===== src/rtl/seq_div_16x8_pkg.sv =====
// seq_div_16x8 shared types and constants.
// Imported by the divider top, step and interface.
package seq_div_16x8_pkg;

    typedef enum logic [1:0] {
        IDLE,
        CALC,
        DONE
    } state_t;

    localparam int BIT_DEF = 8;

    function automatic int cnt_width(input int b);
        return $clog2(b + 1);
    endfunction

    localparam int CNT_W = cnt_width(BIT_DEF);

endpackage


===== src/rtl/seq_div_16x8_if.sv =====
// Operand/result handshake bundle for the divider.
// master = requester/consumer, slave = divider.
interface seq_div_16x8_if #(
    parameter int BIT = 8
);

    logic               in_valid;
    logic               in_ready;
    logic [2*BIT-1:0]   dividend;
    logic [BIT-1:0]     divisor;
    logic               out_valid;
    logic               out_ready;
    logic [BIT-1:0]     quotient;
    logic [BIT-1:0]     remainder;
    logic               div_zero;
    logic               overflow;

    modport master (
        output in_valid, dividend, divisor, out_ready,
        input  in_ready, out_valid, quotient, remainder,
        input  div_zero, overflow
    );

    modport slave (
        input  in_valid, dividend, divisor, out_ready,
        output in_ready, out_valid, quotient, remainder,
        output div_zero, overflow
    );

endinterface


===== src/rtl/seq_div_16x8_div_step.sv =====
// One restoring-division iteration: shift in a bit,
// trial-subtract, restore on borrow.
module seq_div_16x8_div_step #(
    parameter int BIT = 8
) (
    input  logic [BIT:0]   r,
    input  logic           bit_in,
    input  logic [BIT-1:0] divisor,
    output logic [BIT:0]   r_next,
    output logic           q_bit
);

    logic [BIT:0] shifted;
    logic [BIT:0] diff;
    logic         borrow;
    logic         no_sub;

    assign shifted = {r[BIT-1:0], bit_in};
    assign {borrow, diff} = {1'b0, shifted} - {2'b0, divisor};

    // r[BIT] set would mean the true shifted value exceeds any divisor
    assign no_sub = borrow & ~r[BIT];

    assign q_bit  = ~no_sub;
    assign r_next = no_sub ? shifted : diff;

endmodule


===== src/rtl/seq_div_16x8.sv =====
// Iterative radix-2 restoring divider, 2*BIT / BIT,
// one quotient bit per clock with valid/ready on both sides.
module seq_div_16x8
    import seq_div_16x8_pkg::*;
#(
    parameter int BIT = BIT_DEF
) (
    input logic           clk,
    input logic           rst_n,
    seq_div_16x8_if.slave bus
);

    localparam int CW = cnt_width(BIT);
    localparam logic [CW-1:0] LAST = CW'(BIT - 1);

    state_t         state;
    state_t         state_n;
    logic [CW-1:0]  cnt;
    logic [BIT:0]   r;
    logic [BIT:0]   r_next;
    logic           q_bit;
    logic [BIT-1:0] lo;
    logic [BIT-1:0] dvs;
    logic [BIT-1:0] quotient;
    logic [BIT-1:0] remainder;
    logic           div_zero;
    logic           overflow;

    logic           accept;
    logic           in_dz;
    logic           in_ov;
    logic           last;

    assign accept = bus.in_valid && (state == IDLE);
    assign in_dz  = (bus.divisor == '0);
    assign in_ov  = !in_dz &&
                    (bus.dividend[2*BIT-1:BIT] >= bus.divisor);
    assign last   = (cnt == LAST);

    seq_div_16x8_div_step #(
        .BIT (BIT)
    ) u_step (
        .r       (r),
        .bit_in  (lo[BIT-1]),
        .divisor (dvs),
        .r_next  (r_next),
        .q_bit   (q_bit)
    );

    always_ff @(posedge clk) begin
        if (!rst_n) begin
            state <= IDLE;
        end else begin
            state <= state_n;
        end
    end

    always_comb begin
        state_n = state;
        unique case (state)
            IDLE: begin
                if (accept) begin
                    state_n = (in_dz || in_ov) ? DONE : CALC;
                end
            end
            CALC: begin
                if (last) begin
                    state_n = DONE;
                end
            end
            DONE: begin
                if (bus.out_ready) begin
                    state_n = IDLE;
                end
            end
            default: state_n = IDLE;
        endcase
    end

    always_ff @(posedge clk) begin
        if (!rst_n) begin
            cnt       <= '0;
            r         <= '0;
            lo        <= '0;
            dvs       <= '0;
            quotient  <= '0;
            remainder <= '0;
            div_zero  <= 1'b0;
            overflow  <= 1'b0;
        end else begin
            unique case (state)
                IDLE: begin
                    if (accept) begin
                        dvs <= bus.divisor;
                        lo  <= bus.dividend[BIT-1:0];
                        cnt <= '0;
                        unique case (1'b1)
                            in_dz: begin
                                div_zero  <= 1'b1;
                                overflow  <= 1'b0;
                                quotient  <= '1;
                                remainder <= bus.dividend[BIT-1:0];
                            end
                            in_ov: begin
                                div_zero  <= 1'b0;
                                overflow  <= 1'b1;
                                quotient  <= '1;
                                remainder <= '1;
                            end
                            default: begin
                                div_zero <= 1'b0;
                                overflow <= 1'b0;
                                quotient <= '0;
                                r <= {1'b0, bus.dividend[2*BIT-1:BIT]};
                            end
                        endcase
                    end
                end
                CALC: begin
                    r        <= r_next;
                    lo       <= {lo[BIT-2:0], 1'b0};
                    quotient <= {quotient[BIT-2:0], q_bit};
                    cnt      <= cnt + 1'b1;
                    if (last) begin
                        remainder <= r_next[BIT-1:0];
                    end
                end
                default: begin
                end
            endcase
        end
    end

    assign bus.in_ready  = (state == IDLE);
    assign bus.out_valid = (state == DONE);
    assign bus.quotient  = quotient;
    assign bus.remainder = remainder;
    assign bus.div_zero  = div_zero;
    assign bus.overflow  = overflow;

endmodule

===== src/flat_wrapper.sv =====
// flat-port wrapper written by rule: the top's interface ports become plain ports
module seq_div_16x8_flat import seq_div_16x8_pkg::*;
#(
    parameter int BIT = BIT_DEF
)
  (clk, rst_n, bus_in_valid, bus_dividend, bus_divisor, bus_out_ready, bus_in_ready, bus_out_valid, bus_quotient, bus_remainder, bus_div_zero, bus_overflow);
  seq_div_16x8_if #(.BIT(BIT)) bus_i ();
  input logic clk;
  input logic rst_n;
  input wire logic [$bits(bus_i.in_valid)-1:0] bus_in_valid;
  input wire logic [$bits(bus_i.dividend)-1:0] bus_dividend;
  input wire logic [$bits(bus_i.divisor)-1:0] bus_divisor;
  input wire logic [$bits(bus_i.out_ready)-1:0] bus_out_ready;
  output wire logic [$bits(bus_i.in_ready)-1:0] bus_in_ready;
  output wire logic [$bits(bus_i.out_valid)-1:0] bus_out_valid;
  output wire logic [$bits(bus_i.quotient)-1:0] bus_quotient;
  output wire logic [$bits(bus_i.remainder)-1:0] bus_remainder;
  output wire logic [$bits(bus_i.div_zero)-1:0] bus_div_zero;
  output wire logic [$bits(bus_i.overflow)-1:0] bus_overflow;
  assign bus_i.in_valid = bus_in_valid;
  assign bus_i.dividend = bus_dividend;
  assign bus_i.divisor = bus_divisor;
  assign bus_i.out_ready = bus_out_ready;
  assign bus_in_ready = bus_i.in_ready;
  assign bus_out_valid = bus_i.out_valid;
  assign bus_quotient = bus_i.quotient;
  assign bus_remainder = bus_i.remainder;
  assign bus_div_zero = bus_i.div_zero;
  assign bus_overflow = bus_i.overflow;
  seq_div_16x8 #(.BIT(BIT)) u_core (.clk(clk), .rst_n(rst_n), .bus(bus_i));
endmodule

===== config.mk =====
export PLATFORM = sky130hd
export DESIGN_NAME = seq_div_16x8_flat
export DESIGN_NICKNAME = d
export VERILOG_FILES = /design/src/rtl/seq_div_16x8_pkg.sv /design/src/rtl/seq_div_16x8_if.sv /design/src/rtl/seq_div_16x8_div_step.sv /design/src/rtl/seq_div_16x8.sv /design/src/flat_wrapper.sv
export SDC_FILE = /design/constraint.sdc
export NUM_CORES = 1
export LEC_CHECK = 0
export BUFFER_PORTS_ARGS = -buffer_cell sky130_fd_sc_hd__buf_2
export CORE_ASPECT_RATIO = 2
export CORE_MARGIN = 3
export CORE_UTILIZATION = 55
export DETAILED_ROUTE_END_ITERATION = 10
export GPL_TIMING_DRIVEN = 0
export PLACE_DENSITY = 0.89
export SLEW_MARGIN = 20
export SYNTH_ARGS = -nofsm -noshare
export SYNTH_HDL_FRONTEND = slang
export SYNTH_SLANG_ARGS = --single-unit
export TNS_END_PERCENT = 30

===== constraint.sdc =====
create_clock -name clk -period 2.7 [get_ports clk]
set_input_delay 0.135 -clock clk [delete_from_list [all_inputs] [get_ports clk]]
set_output_delay 0.135 -clock clk [all_outputs]
set_load 0.1 [all_outputs]

; Word level (Yosys, flattened, before mapping)
; Cells that the tools add are included.
[op_classes]
order_cmp = 1
add_sub_neg = 2
n_mux = 22
bitwise = 3
eq_ne = 8
reduce_logical = 13
[ops]
columns = cell, count
row1 = one-hot mux 8 bit (2 select lines), 4
row2 = two-way mux 8 bit, 5
row3 = two-way mux 9 bit, 3
row4 = one-hot mux 9 bit (2 select lines), 1
row5 = subtractor 9 x 8 -> 10 bit, 1
row6 = greater-or-equal comparator 8 bit, 1
row7 = zero test 8 bit, 1
row8 = two-way mux 2 bit, 4
row9 = one-hot mux 4 bit (2 select lines), 1
row10 = one-hot mux 2 bit (3 select lines), 1
row11 = AND reduction 3 bit, 2
row12 = "adder 4 x 1 -> 4 bit, second input constant", 1
row13 = "== test 4 x 3 -> 1 bit, second input constant", 1
row14 = two-way mux 4 bit, 1
row15 = "inequality test 2 x 1 -> 1 bit, second input constant", 2
row16 = "inequality test 2 bit, second input constant", 2
row17 = AND reduction 2 bit, 2
row18 = AND reduction 4 bit, 1
row19 = "inequality test 3 x 1 -> 1 bit, second input constant", 1
row20 = "== test 2 x 1 -> 1 bit, second input constant", 1
row21 = "== test 2 bit, second input constant", 1
row22 = logical AND 1 bit, 2
row23 = zero test 2 bit, 1
row24 = two-way mux 1 bit, 2
row25 = 6 further kinds, 7
[word_totals]
elab_cells = 58
in_bits = 28
regBits = 49

; Logic depth before layout (Yosys ltp)
; Gate-level depths: netlist of the first run.
[logic_depth]
ltp_word = 7
ltp_mapped = 11
mapped_depth_nobuf = 11

; Cells and area by module
; A second synthesis of the first run with hierarchy kept.
[unflattened]
hier_cells = 355
hier_area_um2 = 2795.2
[by_module_without_submodules]
columns = mod, cells_each, area_per_inst_um2, n_inst
row1 = seq_div_16x8, 288, 2284.7, 1
row2 = seq_div_16x8_div_step, 67, 510.5, 1

; Worst setup path before layout of the first run
; No wires, ideal clock.
[synth_path]
path_kind = reg-to-reg
start = register u_core.state[1]
end = register u_core.remainder[3], in the netlist u_core.bus.remainder[3]
period_less_slack_ps = 2912
setup_ps = 92
setup_slack_ps = -212
arrival_time_ps = 2819
stages_incl_launch_ff = 7
cell_sequence = dfxtp_1 -> clkbuf_1 -> nor2_1 -> nand2_1 -> o21ai_2 -> nand2_1 -> o32ai_1
[synth_between]
elab_chain_len = 4
[synth_rtl]
columns = item, line_no
row1 = from (decl), seq_div_16x8.sv:16  ; state_t state;
row2 = from (signal assigned), seq_div_16x8.sv:54  ; state <= state_n;
row3 = zero test 2 bit *, --
row4 = named net bus_in_ready, flat_wrapper.sv:14  ; output wire logic [$bits(bus_i.in_ready)-1:0] bus_in_ready;
row5 = logical AND 1 bit, seq_div_16x8.sv:34  ; assign accept = bus.in_valid && (state == IDLE);
row6 = inequality test 2 x 1 -> 1 bit (no line), --
row7 = AND reduction 4 bit (no line), --
row8 = to (signal assigned), seq_div_16x8.sv:102  ; remainder <= bus.dividend[BIT-1:0];
row9 = to (signal assigned), seq_div_16x8.sv:125  ; remainder <= r_next[BIT-1:0];
row10 = to (decl), seq_div_16x8.sv:25  ; logic [BIT-1:0] remainder;
; Mark *: on every way through the listed nets, which the timed path passes. The rest lies on a longest branch.
; A chain may end at the register's enable or synchronous reset.

; Worst setup path in the final report of the first run
[layout_path]
start = register u_core.dvs[6]
end = register u_core.r[5]
[layout_between]
elab_chain_len = 4
[layout_rtl]
columns = item, line_no
row1 = from (decl), seq_div_16x8.sv:23  ; logic [BIT-1:0] dvs;
row2 = from (signal assigned), seq_div_16x8.sv:94  ; dvs <= bus.divisor;
row3 = subtractor 9 x 8 -> 10 bit, seq_div_16x8_div_step.sv:19  ; assign {borrow, diff} = {1'b0, shifted} - {2'b0, divisor};
row4 = AND 1 bit, seq_div_16x8_div_step.sv:22  ; assign no_sub = borrow & ~r[BIT];
row5 = two-way mux 9 bit, seq_div_16x8_div_step.sv:25  ; assign r_next = no_sub ? shifted : diff;
row6 = one-hot mux 9 bit (2 select lines), seq_div_16x8.sv:91  ; unique case (state)
row7 = to (signal assigned), seq_div_16x8.sv:114  ; r <= {1'b0, bus.dividend[2*BIT-1:BIT]};
row8 = to (signal assigned), seq_div_16x8.sv:120  ; r <= r_next;
row9 = to (decl), seq_div_16x8.sv:19  ; logic [BIT:0] r;
; Every way passes these cells.

==> run_results.csv, run 1 <==
group,metric,value,unit
sta,rsz0062_at_grt,"false",
sta,finalCriticalPeriod,2.68,ns
worst_setup_path,end_kind,"register",
worst_setup_path,critPathMostFrequentCell,"o21ai_0",
worst_setup_path,path_depth,10,
drt,wl,8.15,mm
grt,overflow,0,
sta,worstMarginPinSlew,0.804,ns
cts,clkTransAtPathRegs,0.10,ns
power,vdd_drop_max,0.609,mV
hold_path,min_path_cells,3,
synthesis,synth_top_cell_by_area,"dfxtp_1",
grt,antenna_found_initial,0,
hold_path,hp-class,"in2reg",
sta,setup_viol,0,
cts,clk_latency,0.32,ns
floorplan,coreArea,4690,um^2
grt,grt_max_degree,16,
worst_setup_path,cp_data_required_time,2.89,ns
power,clkPwrFrac,23.7,%
grt,grt_usage,27.6,%
cts,cts_tree,"yes",
run_status,status,"finished, final reports clean",
synthesis,yosysMostFrequentCell,"nor2_1",
sta,maxSlewViolCount,0,
drt,wl_per_cell,17.9,um
cts,hold_buffers,0,
finish,diodes,0,
sta,whs,0.0621,ns
finish,final_util,67.2,%
power,p_leak,1.35,nW
finish,area_delta_synth_final,16.3,%
grt,grt_pass1_wl,12.8,mm
floorplan,die_x,55.6,um
power,power_frac_seq,35.9,%
power,p_total,2.39,mW
power,p_per_area,758,nW/um^2
worst_setup_path,path_class,"reg2reg",
sta,hold_viol_final,0,
sta,fin_skew,0.0153,ns
sta,max_slew_margin,45.8,%
synthesis,synth-seq-cells,49,
worst_setup_path,crit_family,"compound AO/OA/AOI/OAI gates",
worst_setup_path,cp-start-kind,"register",
hold_path,hold_end,"u_core.dvs[5]",
sta,max_freq,0.373,GHz
power,switching_share,41.5,%
place,dpl.hpwl,6.12,mm
worst_setup_path,reg2reg_depth,10,
worst_setup_path,critPathArrivalTime,2.87,ns
synthesis,yosysSeqAreaShare,36.2,%
worst_setup_path,worst_path_largest_cell_delay,0.38,ns
finish,final_nets,446,
sta,period_share,99.4,%
power,cellInternalPower,1.40,mW
cts,cts-buffers-inserted,5,
place,portBuffers,46,
cts,cts_root_buffer,"clkbuf_8",
synthesis,syn_area_per_cell,7.81,um^2
drt,drtPass1Iterations,6,
worst_setup_path,crit_fanout,10,
worst_setup_path,slowest_stage,"mux2_2",
synthesis,synth_warnings,0,
synthesis,synth_cells,347,
worst_setup_path,r2r_end,"u_core.r[5]",
sta,tns,0,ns
job,maxCapViolCount,0,
synthesis,synth_edf_count,0,
synthesis,synthTopCellsByCount,"nor2_1, dfxtp_1, a21oi_1",
finish,drive_gt1_share,17.0,%
synthesis,synth.top_cell.area_share,36.2,%
drt,vias,2856,
synthesis,async_reset_ff_share,0,%
grt,grt_pass1_vias,2819,
worst_setup_path,r2r_slack,0.02,ns
power,power.share.combinational,40.4,%
floorplan,initial_core_util,57.8,%
power,switching_power,0.991,mW
cts,cts_sinks,49,
worst_setup_path,worst-path-buf-inv,2,
hold_path,min_from,"bus_divisor[5]",
worst_setup_path,reg2reg_from,"u_core.dvs[6]",
synthesis,synth_fp_nets,393,
drt,viasPerCell,6.26,
floorplan,dieArea,5850,um^2
worst_setup_path,cp_cell_sequence,"inv_1 -> ha_1 -> a21o_1 -> a31oi_1 -> o21ai_0 -> nor2_1 -> clkbuf_4 -> mux2_2 -> o21ai_0 -> o21ai_0",
cts,htree_levels,2,
synthesis,ys_types,49,
drt,drc,0,
floorplan,num_rows,35,
synthesis,synthesis.area,2710,um^2
drt,drt.antenna.violating_nets,0,
cts,clk_path_buf_depth,2,
floorplan,io_pins,48,
synthesis,synth_area_leaders,"dfxtp_1, ha_1, nor2_1",
drt,drtIter0Drc,155,
place,place.gp.congestion,0.927,
synthesis,ys.flop_type,"dfxtp_1",
floorplan,die_h,105,um
-- repair_timing --
| item | 4_1_cts | 5_1_grt |
|---|---|---|
| gates resized for setup | 0 | 4 |
| setup endpoints to repair | 0 | 5 |
| buffers inserted | 0 | 0 |
-- final cells by class --
type	instances	area (um^2)
Fill cell	396	1540
Timing Repair Buffer	46	230
Tap cell	55	68.8
Inverter	23	86.3
Clock buffer	6	82.6
Buffer	18	73.8
Multi-Input combinational cell	257	1590
Sequential cell	49	981
Clock inverter	2	37.5
-- worst max path at each step --
stage / startpoint / to
detailed placement: u_core.dvs[1] / u_core.bus.remainder[5]
finish: u_core.dvs[6] / u_core.r[5]
global placement: u_core.dvs[1] / u_core.bus.remainder[5]
global route: u_core.dvs[6] / u_core.bus.remainder[5]
CTS: u_core.dvs[6] / u_core.bus.remainder[5]
floorplan: u_core.state[1] / u_core.bus.remainder[3]
-- routing by layer --
layer	track usage [%]	wire [um]	share of wire, %
met1	26.5	2740	34
met2	53.1	4470	55
met3	3.55	537	6.6
met4	17.0	389	4.8
met5	0	0	0
-- cells in the final DEF (no fill, tap or decap), types with 8 or more instances in the layout --
cell	n
buf_2	48
clkbuf_1	12
a22oi_1	10
dfxtp_1	49
inv_1	21
nand2_1	35
a21oi_1	37
o21ai_0	19
ha_1	17
o221ai_1	8
nor2_1	53
-- state kept, by name, indices dropped and copies added, names as in the netlist --
name                  count
u_core.lo                 8
u_core.bus.remainder      8
u_core.dvs                8
u_core.r                  9
u_core.bus.div_zero       1
u_core.cnt                4
u_core.bus.quotient       8
u_core.bus.overflow       1
u_core.state              2
-- logic make-up (layout without fill, tap and decap cells) --
family | Yosys count | after routing | synth area share (%)
AND/OR/NAND/NOR | 121 | 121 | 19.4
AO/OA/AOI/OAI | 109 | 109 | 26.7
flip-flops | 49 | 49 | 36.2
buffers and inverters | 41 | 95 | 5.82
adder cells (fa/ha/maj) | 18 | 18 | 8.59
multiplexers | 5 | 5 | 1.94
XOR/XNOR | 4 | 4 | 1.29
-- per-stage QoR --
stage / instance area (um^2) / setup WS, ns / cells
2_1_floorplan: 2710 / 0.353 / 347
6_report: 3150 / 0.0174 / 456
5_1_grt: 3150 / 0.00331 / 456
3_3_place_gp: 3010 / 0.150 / 448
3_5_place_dp: 3010 / 0.0437 / 448
4_1_cts: 3130 / 0.0489 / 456
-- worst reg2reg max path: stages, from the launching register on --
cell and delay, ns:
dfxtp_1 0.34, inv_1 0.06, ha_1 0.37, a21o_1 0.24, a31oi_1 0.18, o21ai_0 0.12
nor2_1 0.19, clkbuf_4 0.26, mux2_2 0.38, o21ai_0 0.25, o21ai_0 0.17
-- power groups by stage --
stage               sequential [mW]  combinational [mW]  clock (mW)
global placement              0.867               0.894           0
finish                        0.857               0.965       0.565
detailed placement            0.871               0.917           0
CTS                           0.854               0.927       0.565
floorplan                      1.04               0.539           0
global route                  0.865                1.03       0.589
No activity file was read; power rests on OpenSTA's default activity.
==> inputs of run 2 (changes only) <==
CORE_ASPECT_RATIO = default   (was 2)
==> run 2 against run 1 <==
Net effect: sequential share of layout area grew 0.099 points; combinational power is essentially flat; power shrank 5.2%; clock skew shrank 0.0029 ns; critical path type unchanged.
==> run_results.csv, run 2 (synthesis results as in run 1) <==
group,metric,value,unit
run_status,status,"finished, final reports clean",
sta,whs,0.0772,ns
finish,regMostFlops,"u_core.r",
cts,cts_tree,"yes",
power,vdd_drop_max,0.487,mV
worst_setup_path,crit_family,"compound AO/OA/AOI/OAI gates",
floorplan,die_h,76.2,um
finish,largest_reg_flops,9,
worst_setup_path,path_depth,10,
floorplan,coreArea,4560,um^2
sta,max_freq,0.392,GHz
worst_setup_path,cp-start-kind,"register",
grt,overflow,0,
power,p_per_area,721,nW/um^2
grt,grt_usage,25.5,%
grt,antenna_found_initial,0,
drt,drc,0,
grt,grt_pass1_vias,2483,
worst_setup_path,slowest_stage,"a211oi_1",
sta,hold_viol_final,0,
hold_path,min_path_cells,3,
worst_setup_path,crit_fanout,10,
drt,wl,7.42,mm
worst_setup_path,cp_data_required_time,2.88,ns
drt,viasPerCell,6.12,
cts,cts_root_buffer,"clkbuf_8",
worst_setup_path,critPathArrivalTime,2.73,ns
place,place.gp.congestion,0.966,
worst_setup_path,end_kind,"register",
sta,period_share,94.4,%
sta,finalCriticalPeriod,2.55,ns
sta,setup_viol,0,
floorplan,die_x,76.2,um
grt,grt_max_degree,16,
cts,clkTransAtPathRegs,0.08,ns
hold_path,hp-class,"in2reg",
floorplan,dieArea,5800,um^2
drt,vias,2860,
finish,area_delta_synth_final,15.9,%
sta,worstMarginPinSlew,0.734,ns
floorplan,io_pins,48,
finish,layout_commonest_cell,"nor2_1",
floorplan,num_rows,24,
worst_setup_path,worst-path-buf-inv,2,
drt,drt.antenna.violating_nets,0,
power,p_leak,1.34,nW
worst_setup_path,cp_cell_sequence,"inv_1 -> ha_1 -> a21o_1 -> a31oi_1 -> o21ai_0 -> nor2_1 -> buf_6 -> nor3_1 -> a211oi_1 -> o31ai_1",
drt,drtIter0Drc,310,
cts,cts_sinks,49,
cts,clk_path_buf_depth,2,
cts,cts-buffers-inserted,5,
job,maxCapViolCount,0,
finish,final_util,68.8,%
worst_setup_path,reg2reg_depth,10,
sta,fin_skew,0.0124,ns
place,portBuffers,46,
finish,final_nets,447,
cts,clk_latency,0.32,ns
sta,max_slew_margin,50.5,%
sta,maxSlewViolCount,0,
finish,layout_common_cells,"nor2_1, dfxtp_1, buf_2",
finish,diodes,0,
grt,grt_pass1_wl,12.1,mm
drt,drtPass1Iterations,5,
worst_setup_path,worst_path_largest_cell_delay,0.46,ns
place,dpl.hpwl,5.55,mm
cts,htree_levels,2,
worst_setup_path,path_class,"reg2reg",
finish,drive_gt1_share,16.9,%
floorplan,initial_core_util,59.3,%
drt,wl_per_cell,15.9,um
run 2: final cells by class:
cell class / count / area, um^2
plain buffers: 18 / 77.6
clock buffers: 6 / 72.6
multi-input cells: 257 / 1590
clock inverters: 2 / 13.8
well taps: 65 / 81.3
fillers: 392 / 1420
flip-flops and latches: 49 / 981
repair buffers: 47 / 238
inverters: 23 / 86.3
run 2: report_power, final:
part           internal (mW)  switching [mW]  total (mW)
Sequential             0.799          0.0565       0.855
Clock                  0.185           0.256       0.441
Combinational          0.311           0.657       0.968
Total                   1.29           0.970        2.26
run 2: worst paths after layout:
path / slack, ns / startpoint / endpoint
min reg2reg: 0.46 / u_core.dvs[5] / u_core.dvs[5]
max reg2reg: 0.15 / u_core.dvs[6] / u_core.r[4]
min: 0.08 / bus_divisor[4] / u_core.dvs[4]
max: 0.15 / u_core.dvs[6] / u_core.r[4]
run 2: what timing repair did:
action / 4_1_cts / 5_1_grt
resized for setup: 0 / 6
setup endpoints to repair: 0 / 8
hold buffers: 0 / 0
buffers inserted: 0 / 1
run 2: through the flow:
step                      setup TNS (ns)  power [mW]  setup slack (ns)  area [um^2]  std cells
after global routing            -0.00136        2.39          -0.00136         3140        467
after floorplan                        0        1.58             0.353         2710        347
final                                  0        2.26             0.151         3140        467
after detailed placement               0        1.78            0.0626         3020        458
after global placement                 0        1.75             0.140         3020        458
after CTS                              0        2.21            0.0386         3110        466
run 2: routing by layer:
layer	track usage, %	share of wire [%]
met5	0	0
met3	7.45	11
met1	35.0	42
met2	38.8	46
met4	7.25	2.1
run 2: worst min-delay path: cells and delay by family:
family          cells  cell delay (ns)
buf+inv             1             0.11
simple gates        1             0.05
compound gates      1             0.05
==> inputs of run 3 (changes only) <==
RECOVER_POWER = 25   (was default)
==> run 3 against run 2 <==
Net effect: worst setup slack improved by 0.0065 ns; clock-buffer cell count unchanged; highest routed layer unchanged; critical path depth unchanged; power decreased by 0.24%; combinational power decreased by 0.9%; die area unchanged.
==> run_results.csv, run 3 (synthesis results as in run 1) <==
group,metric,value,unit
grt,grt_max_degree,16,
worst_setup_path,worst-path-buf-inv,2,
floorplan,dieArea,5800,um^2
drt,viasPerCell,6.06,
grt,grt_usage,25.5,%
floorplan,die_h,76.2,um
power,switching_power,0.971,mW
drt,drtIter0Drc,309,
power,power.share.combinational,42.5,%
drt,drtPass1Iterations,6,
sta,finalCriticalPeriod,2.54,ns
drt,drc,0,
sta,period_share,94.2,%
sta,worstMarginPinSlew,1.18,ns
cts,cts-buffers-inserted,5,
power,p_leak,1.27,nW
finish,diodes,0,
sta,max_freq,0.393,GHz
drt,wl,7.41,mm
worst_setup_path,worst_path_largest_cell_delay,0.37,ns
worst_setup_path,cp-start-kind,"register",
floorplan,die_x,76.2,um
place,dpl.hpwl,5.55,mm
cts,cts_tree,"yes",
worst_setup_path,cp_data_required_time,2.90,ns
finish,layout_common_cells,"nor2_1, dfxtp_1, a21oi_1",
grt,grt_pass1_vias,2483,
drt,vias,2828,
grt,overflow,0,
finish,final_nets,447,
sta,max_slew_margin,22.0,%
power,cellInternalPower,1.29,mW
finish,regMostFlops,"u_core.r",
worst_setup_path,crit_family,"compound AO/OA/AOI/OAI gates",
power,switching_share,43.0,%
finish,largest_reg_flops,9,
finish,layout_commonest_cell,"nor2_1",
sta,tns,0,ns
finish,multi_input_area,1590,um^2
floorplan,coreArea,4560,um^2
drt,wl_per_cell,15.9,um
cts,htree_levels,2,
finish,final-seq-area,981,um^2
cts,cts_sinks,49,
cts,hold_buffers,0,
finish,drive_gt1_share,12.7,%
finish,fillers,406,
cts,cts_root_buffer,"clkbuf_8",
grt,grt_pass1_wl,12.1,mm
worst_setup_path,slowest_stage,"mux2_2",
worst_setup_path,crit_fanout,10,
power,power_frac_seq,37.9,%
job,maxCapViolCount,0,
cts,clk_latency,0.32,ns
finish,final_util,68.3,%
power,clkPwrFrac,19.7,%
run_status,status,"finished, final reports clean",
worst_setup_path,critPathMostFrequentCell,"o21ai_0",
worst_setup_path,end_kind,"register",
floorplan,io_pins,48,
sta,fin_skew,0.0116,ns
power,p_per_area,724,nW/um^2
place,portBuffers,46,
grt,antenna_found_initial,0,
place,place.gp.congestion,0.966,
worst_setup_path,cp_cell_sequence,"inv_1 -> ha_1 -> a21o_1 -> a31oi_1 -> o21ai_0 -> nor2_1 -> buf_6 -> mux2_2 -> o21ai_0 -> o21ai_0",
floorplan,num_rows,24,
worst_setup_path,critPathArrivalTime,2.74,ns
sta,setup_viol,0,
sta,maxSlewViolCount,0,
power,vdd_drop_max,0.486,mV
sta,hold_viol_final,0,
finish,area_delta_synth_final,15.2,%
hold_path,hp-class,"in2reg",
drt,drt.antenna.violating_nets,0,
floorplan,initial_core_util,59.3,%
cts,clk_path_buf_depth,2,
cts,clkTransAtPathRegs,0.08,ns
worst_setup_path,path_class,"reg2reg",
==> run 3: cell types whose count changed in the layout (fill, tap and decap cells not counted) <==
cell / delta
buf_2: -17
clkbuf_1: +17
==> run 3: power by group through the flow <==
stage	Sequential, mW	Combinational (mW)	Clock, mW
after CTS	0.853	0.913	0.442
after global routing	0.864	1.04	0.482
after detailed placement	0.869	0.907	0
after global placement	0.866	0.887	0
final	0.856	0.959	0.444
after floorplan	1.04	0.539	0
==> run 3: final timing paths <==
| kind | to | depth (start not counted) | startpoint | slack (ns) |
|---|---|---|---|---|
| max | u_core.r[5] | 10 | u_core.dvs[6] | 0.16 |
| min reg2reg | u_core.dvs[5] | 2 | u_core.dvs[5] | 0.46 |
| min | u_core.dvs[4] | 3 | bus_divisor[4] | 0.08 |
| max reg2reg | u_core.r[5] | 10 | u_core.dvs[6] | 0.16 |
==> run 3: timing repair <==
| action | CTS | global route |
|---|---|---|
| setup buffers | 0 | 1 |
| endpoints found under the setup margin | 0 | 8 |
| gates resized for setup | 0 | 6 |
==> run 3: routing by layer <==
metal	global-route usage (%)	routed length (um)	vias to the layer above
li1	-	-	1340
met3	7.45	772	19
met2	38.8	3380	169
met1	35.0	3110	1300
met5	0	0	-
met4	7.25	143	0
==> run 3: worst register-to-register path: stages (launching register included) <==
cell and delay (ns):
dfxtp_1 0.34, inv_1 0.05, ha_1 0.36, a21o_1 0.24
a31oi_1 0.18, o21ai_0 0.13, nor2_1 0.27, buf_6 0.20
mux2_2 0.37, o21ai_0 0.18, o21ai_0 0.12
==> run 3: per-stage QoR <==
| stage | area, um^2 | instances | worst slack, ns | hold slack, ns | total power [mW] |
|---|---|---|---|---|---|
| 6_report | 3120 | 467 | 0.157 | 0.0755 | 2.26 |
| 5_1_grt | 3120 | 467 | -0.00136 | 0.0736 | 2.39 |
| 4_1_cts | 3110 | 466 | 0.0386 | 0.0746 | 2.21 |
| 3_5_place_dp | 3020 | 458 | 0.0626 | 0.407 | 1.78 |
| 3_3_place_gp | 3020 | 458 | 0.140 | 0.398 | 1.75 |
| 2_1_floorplan | 2710 | 347 | 0.353 | 0.271 | 1.58 |
==> run 3: cell type report <==
type,instances,share of cell area [%]
sequential,49,31.4
inverter,23,2.77
tap,65,2.61
timing repair buffer,47,6.94
buffer,18,2.49
clock buffer,6,2.33
clock inverter,2,0.441
multi-input combinational,257,51.0
